### src/rtl/rip_div_seq.sv
`default_nettype none
// ============================================================================
//  Module      : rip_div_seq
//  Description : Radix-2 restoring sequencer for RV32M DIV/DIVU/REM/REMU.
//                Optional macro RIP_DIV_EARLY_OUT_EN skips CALC when |a| < |b|.
//  Revision    : 1.0 - initial release
// ============================================================================
module rip_div_seq #(
    parameter int DATA_WIDTH = 32,
    parameter int CNT_WIDTH  = $clog2(DATA_WIDTH) + 1
) (
    input  logic                  clk,
    input  logic                  rst_n,
    input  logic                  req_valid,
    output logic                  req_ready,
    input  logic [1:0]            req_op,
    input  logic [DATA_WIDTH-1:0] req_a,
    input  logic [DATA_WIDTH-1:0] req_b,
    input  logic                  flush,
    output logic                  rsp_valid,
    output logic [DATA_WIDTH-1:0] rsp_result,
    output logic                  busy,
    output logic                  ex_stall
);

    typedef enum logic [1:0] {
        S_IDLE = 2'd0,
        S_CALC = 2'd1,
        S_FIX  = 2'd2,
        S_DONE = 2'd3
    } state_t;

    localparam logic [DATA_WIDTH-1:0] c_min_neg  = {1'b1, {(DATA_WIDTH-1){1'b0}}};
    localparam logic [CNT_WIDTH-1:0]  c_cnt_init = CNT_WIDTH'(DATA_WIDTH);
    localparam logic [CNT_WIDTH-1:0]  c_cnt_one  = CNT_WIDTH'(1);

    state_t                r_state;
    logic [1:0]            r_op;
    logic                  r_sign_a;
    logic                  r_sign_b;
    logic [DATA_WIDTH-1:0] r_mag_b;
    logic [DATA_WIDTH-1:0] r_quo;
    logic [DATA_WIDTH-1:0] r_rem;
    logic [CNT_WIDTH-1:0]  r_cnt;
    logic [DATA_WIDTH-1:0] r_rsp_result;

    logic                  w_signed;
    logic                  w_sign_a;
    logic                  w_sign_b;
    logic [DATA_WIDTH-1:0] w_mag_a;
    logic [DATA_WIDTH-1:0] w_mag_b;
    logic                  w_div_zero;
    logic                  w_ovf;
    logic [DATA_WIDTH-1:0] w_rem_sh;
    logic                  w_ge;
    logic [DATA_WIDTH-1:0] w_fix_quo;
    logic [DATA_WIDTH-1:0] w_fix_rem;

    // Odd opcodes (DIVU/REMU) are unsigned; the most-negative value keeps its
    // sign and its magnitude wraps to 2^(W-1), which is correct as unsigned.
    assign w_signed   = ~req_op[0];
    assign w_sign_a   = w_signed & req_a[DATA_WIDTH-1];
    assign w_sign_b   = w_signed & req_b[DATA_WIDTH-1];
    assign w_mag_a    = w_sign_a ? ('0 - req_a) : req_a;
    assign w_mag_b    = w_sign_b ? ('0 - req_b) : req_b;
    assign w_div_zero = (req_b == '0);
    assign w_ovf      = w_signed & (req_a == c_min_neg) & (req_b == '1);

`ifdef RIP_DIV_EARLY_OUT_EN
    logic w_early;
    assign w_early = (w_mag_a < w_mag_b);
`endif

    assign w_rem_sh  = {r_rem[DATA_WIDTH-2:0], r_quo[DATA_WIDTH-1]};
    assign w_ge      = (w_rem_sh >= r_mag_b);
    assign w_fix_quo = (r_sign_a ^ r_sign_b) ? ('0 - r_quo) : r_quo;
    assign w_fix_rem = r_sign_a ? ('0 - r_rem) : r_rem;

    always_ff @(posedge clk or negedge rst_n) begin
        if (!rst_n) begin
            r_state      <= S_IDLE;
            r_op         <= 2'd0;
            r_sign_a     <= 1'b0;
            r_sign_b     <= 1'b0;
            r_mag_b      <= '0;
            r_quo        <= '0;
            r_rem        <= '0;
            r_cnt        <= '0;
            r_rsp_result <= '0;
        end else if (flush) begin
            r_state <= S_IDLE;
        end else begin
            case (r_state)
                S_IDLE: begin
                    if (req_valid) begin
                        r_op     <= req_op;
                        r_sign_a <= w_sign_a;
                        r_sign_b <= w_sign_b;
                        r_mag_b  <= w_mag_b;
                        if (w_div_zero) begin
                            r_quo        <= '1;
                            r_rem        <= req_a;
                            r_rsp_result <= req_op[1] ? req_a : '1;
                            r_state      <= S_DONE;
                        end else if (w_ovf) begin
                            r_quo        <= c_min_neg;
                            r_rem        <= '0;
                            r_rsp_result <= req_op[1] ? '0 : c_min_neg;
                            r_state      <= S_DONE;
                        end
`ifdef RIP_DIV_EARLY_OUT_EN
                        else if (w_early) begin
                            r_quo   <= '0;
                            r_rem   <= w_mag_a;
                            r_state <= S_FIX;
                        end
`endif
                        else begin
                            // Dividend is shifted out of r_quo as quotient bits shift in.
                            r_quo   <= w_mag_a;
                            r_rem   <= '0;
                            r_cnt   <= c_cnt_init;
                            r_state <= S_CALC;
                        end
                    end
                end
                S_CALC: begin
                    r_quo <= {r_quo[DATA_WIDTH-2:0], w_ge};
                    r_rem <= w_ge ? (w_rem_sh - r_mag_b) : w_rem_sh;
                    r_cnt <= r_cnt - c_cnt_one;
                    if (r_cnt == c_cnt_one) begin
                        r_state <= S_FIX;
                    end
                end
                S_FIX: begin
                    r_rsp_result <= r_op[1] ? w_fix_rem : w_fix_quo;
                    r_state      <= S_DONE;
                end
                S_DONE: begin
                    r_state <= S_IDLE;
                end
                default: begin
                    r_state <= S_IDLE;
                end
            endcase
        end
    end

    assign req_ready  = (r_state == S_IDLE);
    assign busy       = (r_state != S_IDLE);
    assign rsp_valid  = (r_state == S_DONE) & ~flush;
    assign rsp_result = r_rsp_result;
    assign ex_stall   = (req_valid & ~rsp_valid) | (busy & ~rsp_valid);

endmodule
`default_nettype wire

### config.mk
export PLATFORM = sky130hd
export DESIGN_NAME = rip_div_seq
export DESIGN_NICKNAME = d
export VERILOG_FILES = /design/src/rtl/rip_div_seq.sv
export SDC_FILE = /design/constraint.sdc
export NUM_CORES = 1
export LEC_CHECK = 0
export CAP_MARGIN = 20
export CORE_UTILIZATION = 59
export DETAILED_ROUTE_END_ITERATION = 12
export GPL_TIMING_DRIVEN = 1
export PLACE_DENSITY = 0.82
export SKIP_CTS_REPAIR_TIMING = 1
export SYNTH_ARGS = -nofsm -noshare
export SYNTH_HDL_FRONTEND = slang
export SYNTH_SLANG_ARGS = --single-unit
### constraint.sdc
create_clock -name clk -period 3.53 [get_ports clk]
set_input_delay 0.5295 -clock clk [delete_from_list [all_inputs] [get_ports clk]]
set_output_delay 0.5295 -clock clk [all_outputs]
set_load 0.005 [all_outputs]
==> reports/metrics.cfg <==
[synth]
synth_seq_area_share_pct=30.0
synthCells=1534
yosysTopAreaCellShare_pct=30.0
synth.largest_area_cell=dfrtp_1
synth_most_common_cell=a21oi_1
synth_edf_count=0
synth_common_cells=202 x a21oi_1, 183 x nand2_1, 146 x nor2_1
syn-cell-area_um2=11600
postSynthNetCount=1648
synthArstFlopShare_pct=100
ys_warn_count=0
synth.distinct_cells=75
ys_ff_latch=139
synth_top_flop_cell=dfrtp_1
synth.area.top_cells=dfrtp_1 30%, a21oi_1 8.7%, o21ai_0 6.0%
synth_area_per_cell_um2=7.56

[floorplanning]
dieWidth_um=142
die_area_um2=20200
chipHeight_um=142
core.rowCount=50
num_io_pins=106
start_util_pct=61.1
core_area_um2=19000

[placement]
gp_congestion=0.973
port_buffers=105
hpwlAfterDp_mm=27.3
pre_cts_slack_ns=-0.0972
place_area_um2=13200

[route]
drtIter0Drc=1203
wire_per_inst_um=19.4
via_per_inst=6.40
drt_wl_total_mm=37.1
route.detailed.drc=0
dr_total_vias=12231
first_pass_iters=5
ant_nets=0

[worst_setup_path]
critPathRequiredTime_ns=3.85
critPathLaunchType=register
critical_path_class=reg2reg
crit_fanout=11
critPathCaptureType=register
critPathArrivalTime_ns=3.70
r2r_setup_slack_ns=0.15

[timing]
timing.final.ws_setup_ns=0.147
rsz0062_at_grt=false
hold_violations=0
slew_viol_final=0
max_slew_margin_pct=40.9
fin_setup_tns_ns=0
clock_skew_ns=0.00723
finalSetupViolations=0
finalCritPeriodShare_pct=95.8
tightestPinTransition_ns=0.887
whs_ns=0.0574
fmax_ghz=0.296
layout_min_cycle_time_ns=3.38

[cells_and_area]
fin_nets=1751
drive_gt1_share_pct=8.91
design_area_um2=13800
n_antenna_cell=0
syn2layout_area_growth_pct=18.9

[clock_network]
numCtsBuffers=17
clk_path_buf_depth=2
cts_max_level=4
cts_tree=built
path_clk_slew_ns=0.06
cts_root_buffer=clkbuf_16
clock-sinks=139
clk_latency_ns=0.43

[global_route]
antenna_found_initial=0
overflow=0
grt_pass1_vias=11697
grt_use_total_pct=37.6
grt_pass1_wl_mm=59.4
grt_max_degree=69

[status]
status=completed

[power]
vdd_drop_max_mv=0.514
p_per_area_nw_per_um2=988
finalPower_uw=13600
leakagePower_uw=0.00568

[min_path]
hp-class=in2async

[flow_run]
max_cap_viol_count=0

==> metal layers <==
metal	track usage [%]	part of all wire, %
met4	21.6	4.9
met5	0	0
met3	6.06	7.6
met2	61.3	47
met1	47.3	41
==> area by class of cell <==
class / instances / area, um2
clock inverters: 8 / 42.5
well taps: 260 / 325
clock buffers: 24 / 492
repair buffers: 185 / 1680
inverters: 66 / 248
multi-input cells: 1228 / 7510
fillers: 1568 / 5180
flip-flops and latches: 139 / 3480
==> kinds of logic (layout without fill, tap and decap cells) <==
kind of cell               Yosys count  in the layout  share of synthesized area (%)
adders and majority gates           44             44                           4.81
DFF                                139            139                           30.0
buffers and inverters              167            283                           5.62
muxes                               11             11                          0.993
AOI/OAI and AO/OA                  523            523                           26.8
and+or+nand+nor                    505            505                           20.8
xor gates and xnor gates           145            145                           11.0
==> where the power goes <==
part | internal, uW | switching (uW) | total, uW
clock network | 964 | 719 | 1680
logic | 3630 | 5010 | 8630
registers | 2340 | 955 | 3300
==> sequential cells by signal (all words and copies together), names as in the netlist <==
signal	count
r_quo	32
r_rem	32
r_op	1
r_sign_a	1
r_cnt	6
rsp_result	32
r_state	2
r_sign_b	1
r_mag_b	32
==> layout by cell type, fill, tap and decap left out, types with 5 or more instances in the layout <==
cell type and count:
o41ai_1 8, nand2_1 183, or3_1 19, or4_1 10, buf_4 77, a31oi_1 33
nand3_1 10, a21o_1 18, nand4_1 19, inv_1 66, clkbuf_16 17, and3_1 6
a21oi_1 201, o21ai_1 6, o21ai_0 140, dfrtp_1 139, nor3_1 42, ha_1 42
nor4_1 12, nor2_1 146, a211oi_1 11, o31ai_1 33, mux2i_1 7, clkdlybuf4s50_1 104
or4_4 5, a221oi_1 5, nand3b_1 10, nor2b_1 8, xor2_1 75, nand2b_1 10
o211ai_1 24, xnor2_1 70, clkinv_2 7
==> critical path: stages, from the launching register on <==
cell and delay (ns):
dfrtp_1 0.50, inv_1 0.13, ha_1 0.23, fa_1 0.40, nand2b_1 0.19, a211oi_1 0.26, nor3_2 0.15, o31ai_4 0.33
or3_1 0.21, a21o_4 0.21, mux2_2 0.36, a221oi_1 0.23, nor2_1 0.07
==> worst paths after layout <==
check / start / endpoint / cells after the start
worst max-delay path: r_quo[31]$_DFFE_PN0P_ / r_rem[9]$_DFFE_PN0P_ / 12
worst max register to register: r_quo[31]$_DFFE_PN0P_ / r_rem[9]$_DFFE_PN0P_ / 12
min in group clk: r_mag_b[14]$_DFFE_PN0P_ / r_mag_b[14]$_DFFE_PN0P_ / 2
worst min register to register: r_mag_b[14]$_DFFE_PN0P_ / r_mag_b[14]$_DFFE_PN0P_ / 2
max in group asynchronous: rst_n / r_rem[12]$_DFFE_PN0P_ / 2
worst min-delay path: rst_n / r_mag_b[4]$_DFFE_PN0P_ / 1
==> stage by stage <==
stage          util [%]  std cells
6_report           72.7       1910
5_1_grt            72.7       1910
4_1_cts            72.4       1909
3_5_place_dp       69.6       1877
3_3_place_gp       69.6       1877
2_1_floorplan         -       1534
No activity file was read; power rests on OpenSTA's default activity.
